## src/rtl/tx_frame_arbiter_pkg.sv

```systemverilog
// rtl/tx_frame_arbiter_pkg.sv - shared types for the tx frame arbiter
package tx_frame_arbiter_pkg;

   // ARB_ prefix keeps these literals apart from other FSM enums in the MAC path
   typedef enum logic [1:0] {
      ARB_IDLE  = 2'd0,
      ARB_SEND  = 2'd1,
      ARB_DRAIN = 2'd2,
      ARB_GAP   = 2'd3
   } arb_state_t;

endpackage

```

## src/rtl/tx_frame_arbiter_rr_pointer_pick.sv

```systemverilog
// rtl/tx_frame_arbiter_rr_pointer_pick.sv - first requester at or above ptr, wrapping
module rr_pointer_pick #(
   parameter int NUM_SRC = 2,
   parameter int IDX_W   = 1
) (
   input  logic [NUM_SRC-1:0] req,
   input  logic [IDX_W-1:0]   ptr,
   output logic [IDX_W-1:0]   idx,
   output logic               any
);

   logic [IDX_W:0] sum;

   // Walk downward so the candidate closest to ptr is written last and wins
   always_comb begin
      idx = '0;
      any = 1'b0;
      sum = '0;
      for (int k = NUM_SRC - 1; k >= 0; k--) begin
         sum = {1'b0, ptr} + (IDX_W + 1)'(k);
         if (sum >= (IDX_W + 1)'(NUM_SRC)) begin
            sum = sum - (IDX_W + 1)'(NUM_SRC);
         end
         if (req[sum[IDX_W-1:0]]) begin
            idx = sum[IDX_W-1:0];
            any = 1'b1;
         end
      end
   end

endmodule

```

## src/rtl/tx_frame_arbiter.sv

```systemverilog
// rtl/tx_frame_arbiter.sv - frame-locked round-robin arbiter onto the MAC tx_axis port
module tx_frame_arbiter
   import tx_frame_arbiter_pkg::*;
#(
   parameter int NUM_SRC = 2,
   parameter int DATA_W  = 8,
   parameter int MAX_LEN = 1518,
   parameter int IFG_W   = 4
) (
   input  logic                        clk,
   input  logic                        rst,
   input  logic [NUM_SRC*DATA_W-1:0]   s_tdata,
   input  logic [NUM_SRC-1:0]          s_tvalid,
   input  logic [NUM_SRC-1:0]          s_tlast,
   output logic [NUM_SRC-1:0]          s_tready,
   output logic [DATA_W-1:0]           m_tdata,
   output logic                        m_tvalid,
   output logic                        m_tlast,
   input  logic                        m_tready,
   input  logic [IFG_W-1:0]            ifg_cycles,
   output logic                        grant_valid,
   output logic [$clog2(NUM_SRC)-1:0]  grant_idx,
   output logic                        frame_done,
   output logic                        oversize_err
);

   localparam int IDX_W = $clog2(NUM_SRC);
   localparam int LEN_W = $clog2(MAX_LEN + 1);

   arb_state_t       state_q, state_d;
   logic [IDX_W-1:0] grant_q, grant_d;
   logic [IDX_W-1:0] rr_ptr_q, rr_ptr_d;
   logic [LEN_W-1:0] len_q, len_d;
   logic [IFG_W-1:0] gap_q, gap_d;

   logic [DATA_W-1:0] src_data [NUM_SRC];
   logic [DATA_W-1:0] sel_data;
   logic              sel_valid, sel_last, forced_last, beat_acc, frame_end;
   logic [IDX_W-1:0]  pick_idx, next_ptr;
   logic              pick_any;

   for (genvar i = 0; i < NUM_SRC; i++) begin : g_unpack
      assign src_data[i] = s_tdata[i*DATA_W +: DATA_W];
   end

   assign sel_data    = src_data[grant_q];
   assign sel_valid   = s_tvalid[grant_q];
   assign sel_last    = s_tlast[grant_q];
   assign forced_last = (len_q == LEN_W'(MAX_LEN - 1));
   assign beat_acc    = (state_q == ARB_SEND) & sel_valid & m_tready;
   assign next_ptr    = (grant_q == IDX_W'(NUM_SRC - 1)) ? '0 : grant_q + 1'b1;

   rr_pointer_pick #(
      .NUM_SRC (NUM_SRC),
      .IDX_W   (IDX_W)
   ) u_pick (
      .req (s_tvalid),
      .ptr (rr_ptr_q),
      .idx (pick_idx),
      .any (pick_any)
   );

   always_ff @(posedge clk or posedge rst) begin
      if (rst) begin
         state_q  <= ARB_IDLE;
         grant_q  <= '0;
         rr_ptr_q <= '0;
         len_q    <= '0;
         gap_q    <= '0;
      end else begin
         state_q  <= state_d;
         grant_q  <= grant_d;
         rr_ptr_q <= rr_ptr_d;
         len_q    <= len_d;
         gap_q    <= gap_d;
      end
   end

   always_comb begin
      state_d   = state_q;
      grant_d   = grant_q;
      rr_ptr_d  = rr_ptr_q;
      len_d     = len_q;
      gap_d     = gap_q;
      frame_end = 1'b0;
      case (state_q)
         ARB_IDLE: begin
            if (pick_any) begin
               grant_d = pick_idx;
               len_d   = '0;
               state_d = ARB_SEND;
            end
         end
         ARB_SEND: begin
            if (beat_acc) begin
               len_d = len_q + 1'b1;
               if (sel_last) begin
                  frame_end = 1'b1;
               end else if (forced_last) begin
                  state_d = ARB_DRAIN;
               end
            end
         end
         ARB_DRAIN: begin
            if (sel_valid && sel_last) begin
               frame_end = 1'b1;
            end
         end
         ARB_GAP: begin
            gap_d = gap_q - 1'b1;
            if (gap_q == IFG_W'(1)) begin
               state_d = ARB_IDLE;
            end
         end
         default: state_d = ARB_IDLE;
      endcase
      // ifg_cycles is only looked at here, so changing it mid-gap has no effect
      if (frame_end) begin
         rr_ptr_d = next_ptr;
         if (ifg_cycles == '0) begin
            state_d = ARB_IDLE;
         end else begin
            gap_d   = ifg_cycles;
            state_d = ARB_GAP;
         end
      end
   end

   always_comb begin
      s_tready     = '0;
      m_tdata      = '0;
      m_tvalid     = 1'b0;
      m_tlast      = 1'b0;
      grant_valid  = 1'b0;
      grant_idx    = grant_q;
      frame_done   = 1'b0;
      oversize_err = 1'b0;
      case (state_q)
         ARB_SEND: begin
            grant_valid       = 1'b1;
            s_tready[grant_q] = m_tready;
            m_tdata           = sel_data;
            m_tvalid          = sel_valid;
            m_tlast           = sel_last | forced_last;
            frame_done        = beat_acc & (sel_last | forced_last);
            oversize_err      = beat_acc & forced_last & ~sel_last;
         end
         ARB_DRAIN: begin
            grant_valid       = 1'b1;
            s_tready[grant_q] = 1'b1;
         end
         default: ;
      endcase
   end

endmodule

```

## config.mk

```make
export PLATFORM = sky130hd
export DESIGN_NAME = tx_frame_arbiter
export DESIGN_NICKNAME = d
export VERILOG_FILES = /design/src/rtl/tx_frame_arbiter_pkg.sv /design/src/rtl/tx_frame_arbiter_rr_pointer_pick.sv /design/src/rtl/tx_frame_arbiter.sv
export SDC_FILE = /design/constraint.sdc
export NUM_CORES = 1
export LEC_CHECK = 0
export ABC_AREA = 1
export CAP_MARGIN = 10
export CORE_ASPECT_RATIO = 0.6
export CORE_UTILIZATION = 47
export DETAILED_ROUTE_END_ITERATION = 10
export PLACE_DENSITY = 0.77
export REMOVE_ABC_BUFFERS = 1
export SLEW_MARGIN = 20
export SYNTH_ARGS = -nofsm -noshare
export SYNTH_HDL_FRONTEND = slang
export SYNTH_SLANG_ARGS = --single-unit
```

## constraint.sdc

```tcl
create_clock -name clk -period 2.1 [get_ports clk]
set_input_delay 0.315 -clock clk [delete_from_list [all_inputs] [get_ports clk]]
set_output_delay 0.315 -clock clk [all_outputs]
set_load 0.005 [all_outputs]
```

* Word level (Yosys, flattened, before mapping)
Index checks and enable logic that the tools add are counted.
Operators by class: add/subtract/negate cells 6, $lt $le $gt $ge 7, equal/unequal tests 12, mux-type cells 45, bitwise logic cells 9, reduce and logical (&&, ||, !) cells 10
Operator list (count):
- $mux W8 | 4
- $mux W1 | 24
- $mux W11 | 2
- $pmux W11 S2 | 1
- $ne A3 B3 Y1 const B | 5
- $mux W2 | 7
- $mux W4 | 3
- $add A11 B1 Y11 const B | 1
- $eq A11 B11 Y1 const B | 1
- $lt A1 B2 Y1 const B | 3
- $pmux W2 S3 | 1
- $reduce_and A6 Y1 | 1
- $and A1 B1 Y1 | 5
- $eq A2 B2 Y1 const B | 2
- $eq A4 B1 Y1 const B | 1
- $ge A2 B2 Y1 const B | 2
- $logic_not A4 Y1 | 1
- $ne A2 B2 Y1 const B | 2
- $pmux W2 S2 | 1
- $reduce_bool A4 Y1 | 1
- $sub A4 B1 Y4 const B | 1
- $reduce_and A3 Y1 | 1
- $add A1 B1 Y2 const B | 1
- $and A2 B2 Y2 | 1
- 15 further kinds | 17
Storage, ports and cells: register bits 19, input port bits 27, output and inout bits 16, logic and storage cells 94

* Logic depth before layout (Yosys ltp)
Gate-level depths: netlist (run 1).
depth in word-level cells 10, gate-level depth with buffers 13, gate-level depth less buffers 12

* By module
Synthesis (run 1) repeated with hierarchy kept, for this count alone.
Unflattened totals: cell total of the unflattened synthesis 228, area, all modules 1539.0 µm²
By module, submodules not included:
- tx_frame_arbiter | instances 1, cells an instance 224, area an instance 1520.2 µm², sequential area each 475.5 µm²
- rr_pointer_pick | instances 1, cells an instance 4, area an instance 18.8 µm², sequential area each 0.0 µm²

* Least setup slack after synthesis (run 1)
No wires, ideal clock.
path type reg-to-output, start reg state_q[1], end out m_tdata[0], arrival time 1.180 ns, required time 1.785 ns, path slack 0.605 ns, stages on the path, launching flop included 7, buffers on the path 2, cell sequence dfrtp_1 > inv_1 > ha_1 > buf_4 > clkbuf_1 > o21ai_0 > nor2_1
On the way: longest elaborated chain between the ends 2
Ends and longest elaborated chain:
- from (decl) | line tx_frame_arbiter.sv:30 | arb_state_t state_q, state_d;
- from (signal assigned) | line tx_frame_arbiter.sv:71 | state_q <= state_d;
- $eq A2 B1 Y1 | line tx_frame_arbiter.sv:138 | case (state_q)
- $mux W8 | line tx_frame_arbiter.sv:138
- to (decl) | line tx_frame_arbiter.sv:16 | output logic [DATA_W-1:0] m_tdata,
Every way passes these cells.

* Final worst setup path (run 1)
start reg state_q[1], end out m_tvalid
On the way: longest elaborated chain between the ends 2
Ends and longest elaborated chain:
- $eq A2 B1 Y1 | line tx_frame_arbiter.sv:138
- $mux W1 | line tx_frame_arbiter.sv:138
- to (decl) | line tx_frame_arbiter.sv:17 | output logic m_tvalid,
Every way passes these cells.

==> results of run 1 <==
[cells in the mapped netlist, types with 4 or more instances]
library cell,count
sky130_fd_sc_hd__ha_1,8
sky130_fd_sc_hd__o21ai_1,5
sky130_fd_sc_hd__nand2_2,5
sky130_fd_sc_hd__inv_2,4
sky130_fd_sc_hd__inv_1,29
sky130_fd_sc_hd__a21oi_1,5
sky130_fd_sc_hd__o22ai_1,4
sky130_fd_sc_hd__o21ai_2,4
sky130_fd_sc_hd__dfrtp_1,19
sky130_fd_sc_hd__nand2_1,42
sky130_fd_sc_hd__nor3_1,4
sky130_fd_sc_hd__nor2_1,32
sky130_fd_sc_hd__nand3_1,10
sky130_fd_sc_hd__nand4_1,8
sky130_fd_sc_hd__o21ai_0,15
[stage by stage]
step / TNS (ns) / area (um2) / cells
4_1_cts: 0 / 2050 / 309
5_1_grt: -0.0703 / 2100 / 310
3_5_place_dp: 0 / 1990 / 304
6_report: 0 / 2100 / 310
2_1_floorplan: 0 / 1430 / 209
3_3_place_gp: 0 / 1990 / 304
[power by group through the flow]
stage          clock network [mW]  logic (mW)  registers (mW)
6_report                    0.246        1.46           0.561
5_1_grt                     0.273        1.62           0.577
4_1_cts                     0.256        1.43           0.560
3_5_place_dp                    0        1.38           0.566
3_3_place_gp                    0        1.36           0.563
2_1_floorplan                   0       0.772           0.561
[worst register-to-register path, cell delays in order, from the launching register on]
cell and delay [ns]:
sky130_fd_sc_hd__dfrtp_1 0.43, sky130_fd_sc_hd__inv_2 0.12, sky130_fd_sc_hd__ha_4 0.16, sky130_fd_sc_hd__nand2_1 0.07, sky130_fd_sc_hd__inv_2 0.07, sky130_fd_sc_hd__nand2_2 0.07
sky130_fd_sc_hd__buf_4 0.15, sky130_fd_sc_hd__nand2_2 0.07, sky130_fd_sc_hd__nand3_4 0.17, sky130_fd_sc_hd__inv_2 0.17, sky130_fd_sc_hd__nand4_1 0.09, sky130_fd_sc_hd__o21ai_0 0.09
[kinds of logic after synthesis]
group / Yosys count / synth area share (%)
simple gates: 107 / 32.7
compound gates: 36 / 14.2
buf+inv: 39 / 10.8
flops: 19 / 32.5
xor+xnor: 5 / 2.99
fa+ha+maj: 8 / 6.84
[flip-flops by register name, summed over array words and instances (netlist names)]
| name | cells |
|---|---|
| grant_idx | 1 |
| gap_q | 4 |
| rr_ptr_q | 1 |
| len_q | 11 |
| state_q | 2 |
[per-layer routing]
| metal | up-vias | track usage, % |
|---|---|---|
| li1 | 800 | - |
| met1 | 698 | 31.6 |
| met2 | 61 | 37.3 |
| met3 | 0 | 7.14 |
| met4 | 0 | 3.46 |
| met5 | - | 0 |
[final timing paths]
check / depth (start not counted) / endpoint / start / slack, ns
hold reg to reg: 2 / rr_ptr_q$_DFFE_PP0P_ / rr_ptr_q$_DFFE_PP0P_ / 0.50
max in group asynchronous: 3 / state_q[0]$_DFFE_PP0P_ / rst / 1.50
hold / removal: 3 / len_q[7]$_DFFE_PP0P_ / rst / 0.38
min in group clk: 2 / rr_ptr_q$_DFFE_PP0P_ / rr_ptr_q$_DFFE_PP0P_ / 0.50
setup / recovery: 5 / m_tvalid / state_q[1]$_DFFE_PP0P_ / 0.02
setup reg to reg: 11 / len_q[10]$_DFFE_PP0P_ / state_q[1]$_DFFE_PP0P_ / 0.38
[area by class of cell]
| class | instances | area share (%) |
|---|---|---|
| well taps | 42 | 2.50 |
| flip-flops and latches | 19 | 22.7 |
| clock buffers | 3 | 1.97 |
| clock inverters | 1 | 0.239 |
| multi-input cells | 156 | 40.9 |
| inverters | 34 | 6.08 |
| repair buffers | 55 | 25.6 |
[repair_timing]
item | CTS | global route
gates resized for setup | 7 | 11
setup endpoints to repair | 11 | 8
cloned | 0 | 0
pin swaps | 0 | 0
buffers inserted | 1 | 1
==> results.txt, run 1 <==
The internal portion of the total power is 1.26 mW. The register bit count reported by yosys is 19. The hold-fix buffer count after cts is 0. The part of the power in combinational logic came out at 64.4%.

The number of fill cells in the layout came out at 235. The power share of the sequential group is 24.7%. The routability congestion estimate from global placement is 0.878. The worst hold-check slack is 0.381 ns. The worst-path cell with the longest stage delay is sky130_fd_sc_hd__clkdlybuf4s50_1.

In this run the worst hold path is classified as input port to asynchronous set/reset pin. The final number of max-transition violations came out at 0. The switching share of power is 44.7%. The total core area came out at 2910 um2.

The top-level I/O count is 43. The clock network fraction of total power is 10.9%. The post-placement setup slack came out at 0.0373 ns. The gate count of the mapped netlist came out at 214. The headroom to the max-slew limit came out at 82.2%. Of the available clock period, the critical path in the final layout requires 99.1%. The via count of the first global-routing pass is about 1,300.

The most used flip-flop cell after synthesis is sky130_fd_sc_hd__dfrtp_1. The pin count of the biggest net entering global routing is 20. In the post-synthesis netlist, the biggest area contributors are sky130_fd_sc_hd__dfrtp_1, sky130_fd_sc_hd__nand2_1, sky130_fd_sc_hd__nor2_1. The share of synthesized area occupied by flip-flops and latches is 32.5%. The met2 layer wire length in the routed design is between 1500 and 2000 um. The post-layout total power came out at 2.27 mW. The initial antenna violation count is 0.

Once routing completed, OpenROAD measured the worst setup slack at 0.0194 ns. The CTS clock-pin slew for the worst setup and hold paths is 0.07 ns. The later-pin clock latency in the skew report came out at 0.25 ns. In the final routed layout, each cell accounts on average for 12.3 um. The flow ran to the end, and the final reports show no timing, DRC or antenna violations. The largest fanout on the critical path is 8. The number of remaining DRC errors is 0. Power spread over the standard cell area amounts to 1080 nW/um2. The die extent in x is 74.0 um. The tree is rooted in a sky130_fd_sc_hd__clkbuf_8. The clock period minus final worst setup slack is 2.08 ns. The clock drives 19 sinks. The analysis attributes to net switching a power of 1.01 mW. The first-pass iteration count of the detailed router is 4. The peak ir drop on the vdd network came out at 658 uV.

The proportion of synthesized flip-flops having asynchronous set or reset came out at 100%. The die outline height is 45.2 um. The number of cell rows came out at 15. The multi-input combinational cells in the finished layout cover a total of 858 um2.

The worst setup path is captured at a primary output. Data on the critical path is required at its endpoint by approximately 1.8 ns. Walking the worst path, the cells encountered are inv_2 > ha_4 > inv_1 > a21oi_2 > clkdlybuf4s50_1. The number of hold violations in the final report came out at 0. The core utilization of the finished layout is 72.1%. The effective utilization at floorplan came out at 50.3%.

The maximum cell stage delay along the critical path came out at 0.52 ns. The sequential cell area is about 480 um2. The clock tree from TritonCTS is done. The number of H-tree levels is 1. The number of nets in the layout came out at 304. The count of distinct cell types in the synthesized netlist came out at 25. STA classifies the critical path startpoint as a flip-flop.

The via density per instance is 5.03. The leakage power figure is around 1.1 nW. The layout cell share with drive strength beyond 1 is around 15%. The detail route stage leaves a number of antenna-violating nets equal to 0.

The setup path with the least slack is of type flip-flop to primary output. The share of the synthesized area in the top cell type came out at 32.5%. Detailed placement ended at an HPWL of 2840 um.

The total standard cell area after synthesis is 1460 um2. The tool flagged a number of max-cap violations equal to 0. Setup repair after global routing could not meet its margin everywhere. During placement, the flow inserted port buffers numbering 42.

The initial detailed-routing violation count came out at 48. In this run the top signal layer used is met3. The Yosys warning count came out at 0. Compared with the post-synthesis result, the final layout area differs by 43.5%.

Grouping stages by cell kind, the critical path spends the most delay in buffers and inverters. The wire length reported by the detailed router is 3810 um. The top cell types in the final layout, fill and taps aside, are sky130_fd_sc_hd__nand2_1, sky130_fd_sc_hd__nor2_1, sky130_fd_sc_hd__clkdlybuf4s50_1, sky130_fd_sc_hd__inv_1, sky130_fd_sc_hd__dfrtp_1. At the worst endpoint, the arrival time is 1.77 ns.

The number of buffer and inverter stages on the critical path came out at 3. The total vias in the final route came out at 1,559. The global router's overall resource usage is a little under a quarter. Counting flops with a built-in enable in the synthesized netlist gives 0. The synthesized area divided by synthesized cell count is 6.83 um2. Setup violations remaining at the end of the flow were counted as 0. No sink is reached through more buffers than the 2 on the longest clock path. The most area-hungry cell type in the Yosys netlist is sky130_fd_sc_hd__dfrtp_1. The area of the die is between 3000 and 4000 um2. For the pin with the worst max-slew slack, the measured transition is between 0.2 and 0.3 ns.

The maximum frequency from static timing analysis came out at 481 MHz. The detailed router put a total of 1760 um of wire on met1. The commonest non-fill, non-tap cell in the layout is sky130_fd_sc_hd__nand2_1.

The first global-routing pass estimated 5730 um of wire. The final clock skew came out at 0.00317 ns. The leftover overflow at the end of global routing came out at 0.

The repair_antennas step left the layout with diodes totalling 0. The number of buffers inserted during clock tree synthesis is 3. The wire length on met3 is 409 um.
Note: power is estimated with default switching activity, not from simulation.
==> inputs of run 2 (changes only) <==
--- a/config.mk
+++ b/config.mk
@@ -10,6 +10,7 @@
 export CORE_ASPECT_RATIO = 0.6
 export CORE_UTILIZATION = 47
 export DETAILED_ROUTE_END_ITERATION = 10
+export MAX_ROUTING_LAYER = met4
 export PLACE_DENSITY = 0.77
 export REMOVE_ABC_BUFFERS = 1
 export SLEW_MARGIN = 20
==> results.txt, run 2 (synthesized netlist as in run 1, its figures left out) <==
The post-layout worst setup margin came to 0.0271 ns (+0.00771 ns). The later-pin clock latency in the skew report came out at 0.25 ns (about the same). The family with the most delay on the worst path is buffers and inverters. The detailed-placement wirelength estimate came out at 2840 um (unchanged).

The layer carrying the most global-route usage is met2. The diode insertion count for antenna repair is 0 (unchanged). The worst endpoint required time is 1.78 ns (about the same). The die outline height came out at 45.2 um (unchanged). The critical path is of the flip-flop to primary output type. Setup repair after global routing could not meet its margin everywhere. The global router's overall resource usage came out at 23.9% (+0.74 points). The initial detailed-routing violation count is 47 (-2.1%). The wire length reported by the detailed router came to 3820 um (+0.34%). The first-pass iteration count of the detailed router is 4 (unchanged). The number of port buffers is 42 (unchanged). The instance count after placement with tap cells included came out at 304 (unchanged). The count of antenna-violating nets left after detailed routing was 0 (unchanged). The number of nets in the layout is 304 (unchanged). The final clock period utilization by the worst path is 98.7% (-0.37 points).

The number of H-tree levels is 1 (unchanged). The post-layout total power is 2.27 mW (about the same). The leftover overflow at the end of global routing is 0 (unchanged). The layout-stage area growth over the synthesis result is 43.5% (unchanged). The power per cell area is 1080 nW/um2 (about the same). The top-level I/O count came out at 43 (unchanged). The pin count of the biggest net entering global routing came out at 20 (unchanged). The initial antenna violation count is 0 (unchanged). The run finished with clean final reports. Counting flops per register, the top entry is len_q. The number of remaining DRC errors came out at 0 (unchanged).

The final instance area came to 2100 um2 (unchanged). The count of clock tree sinks was 19 (unchanged). The maximum buffer depth of the clock tree came to 2 (unchanged). The die extent in x is 74.0 um (unchanged). The area of the die is 3350 um2 (unchanged). STA classifies the critical path startpoint as a flip-flop. The number of buffer and inverter stages on the critical path is 3 (unchanged). The post-placement cell area came out at 1990 um2 (unchanged).

The via count of the first global-routing pass is 1,312 (+0.076%). The maximum cell stage delay along the critical path is 0.52 ns (about the same). The met3 usage was 7.14% (unchanged). The via density per instance came to 5.01 (-0.38%).

The number of hold violations in the final report is 0 (unchanged). The total vias in the final route came out at 1,553 (-0.38%). The path type of the worst min-delay path is input port to asynchronous set/reset pin. The CTS clock-pin slew for the worst setup and hold paths is 0.07 ns (about the same).

The global routing usage on met2 was 37.3% (unchanged). The headroom to the max-slew limit came out at 82.1% (-0.12 points). The arrival time of the worst setup path came out at 1.76 ns (about the same).

The global-route wire length before repair came to 5720 um (-0.12%). Among all stages on the critical path, the largest delay is contributed by sky130_fd_sc_hd__clkdlybuf4s50_1. The flip-flop count of the largest register, all copies and words added is 11 (unchanged). The clock period minus final worst setup slack came out at 2.07 ns (-0.00771 ns). The number of setup violations in the final report was 0 (unchanged). The final standard cell count with taps included and fillers excluded is 310 (unchanged).

The endpoint kind of the worst setup timing path is a primary output. The routability congestion estimate from global placement came out at 0.893 (+1.7%). The clock tree from TritonCTS is done. The max capacitance violation total came to 0 (unchanged). The number of buffers inserted during clock tree synthesis was 3 (unchanged). The global routing usage on met1 is 31.6% (unchanged). The library cell used most frequently in the layout, excluding fill and tap cells, is sky130_fd_sc_hd__nand2_1.

The leakage power figure came to 1.12 nW (unchanged). The library cells used most frequently in the layout, excluding fill and tap cells, are sky130_fd_sc_hd__nand2_1, sky130_fd_sc_hd__nor2_1, sky130_fd_sc_hd__clkdlybuf4s50_1, sky130_fd_sc_hd__inv_1, sky130_fd_sc_hd__dfrtp_1. The root buffer cell is sky130_fd_sc_hd__clkbuf_8. The effective utilization at floorplan is 50.3% (unchanged).

The detailed-route wire length per cell came out at 12.3 um (+0.34%). In the final layout, the registers with the most flip-flops are len_q x11, gap_q x4, state_q x2. The final clock skew came to 0.00320 ns (+0.0000285 ns). The total core area is 2910 um2 (unchanged). The final number of max-transition violations is 0 (unchanged). The post-placement setup slack is 0.0373 ns (unchanged).

The critical path goes through inv_2 > ha_4 > inv_1 > a21oi_2 > clkdlybuf4s50_1. The largest fanout on the critical path came to 8 (unchanged). The layout cell share with drive strength beyond 1 came out at 15.3% (unchanged). The maximum frequency from static timing analysis came out at 482 MHz (+0.37%). The number of cell rows was 15 (unchanged). The peak ir drop on the vdd network was 659 uV (+0.12%).

The slew at the pin with the worst max-slew slack is 0.268 ns (+0.00184 ns).
==> run 2: worst min-delay path, cell delays in order <==
cell                              delay [ns]
sky130_fd_sc_hd__clkdlybuf4s50_1        0.40
sky130_fd_sc_hd__inv_1                  0.05
sky130_fd_sc_hd__buf_4                  0.25
==> run 2: power by group <==
| part | total (mW) | switching (mW) | internal, mW |
|---|---|---|---|
| clock | 0.245 | 0.113 | 0.132 |
| sequential | 0.561 | 0.0930 | 0.468 |
| combinational | 1.46 | 0.806 | 0.656 |
==> run 2: area by class of cell <==
cell class	count	area, um2
flip-flops and latches	19	477
clock inverters	1	5.00
repair buffers	55	537
inverters	34	128
fillers	235	811
clock buffers	3	41.3
well taps	42	52.6
multi-input cells	156	858
==> run 2: what timing repair did <==
item | 4_1_cts | 5_1_grt
endpoints found under the setup margin | 11 | 8
hold buffers | 0 | 0
resized for setup | 7 | 11
buffers inserted | 1 | 1
==> run 2: path summary, 6_finish.rpt <==
kind                       cells after the start              startpoint                endpoint  slack [ns]
min in group clk                               2    rr_ptr_q$_DFFE_PP0P_    rr_ptr_q$_DFFE_PP0P_        0.50
min                                            3                     rst    len_q[9]$_DFFE_PP0P_        0.38
max                                            5  state_q[1]$_DFFE_PP0P_                m_tvalid        0.03
max reg2reg                                   11  state_q[1]$_DFFE_PP0P_   len_q[10]$_DFFE_PP0P_        0.38
min reg2reg                                    2    rr_ptr_q$_DFFE_PP0P_    rr_ptr_q$_DFFE_PP0P_        0.50
max in group asynchronous                      3                     rst  state_q[0]$_DFFE_PP0P_        1.50
==> run 2: per-stage QoR <==
stage / util (%) / hold slack (ns) / TNS [ns]
6_report: 72.1 / 0.379 / 0
5_1_grt: 72.1 / 0.421 / -0.0703
4_1_cts: 70.5 / 0.379 / 0
3_5_place_dp: 68.3 / 0.483 / 0
3_3_place_gp: 68.3 / 0.473 / 0
2_1_floorplan: - / 0.266 / 0
==> run 2: layer usage <==
metal	vias to the layer above	routed length (um)
met5	-	0
met3	2	386
met4	0	19
met1	694	1800
li1	800	-
met2	57	1610
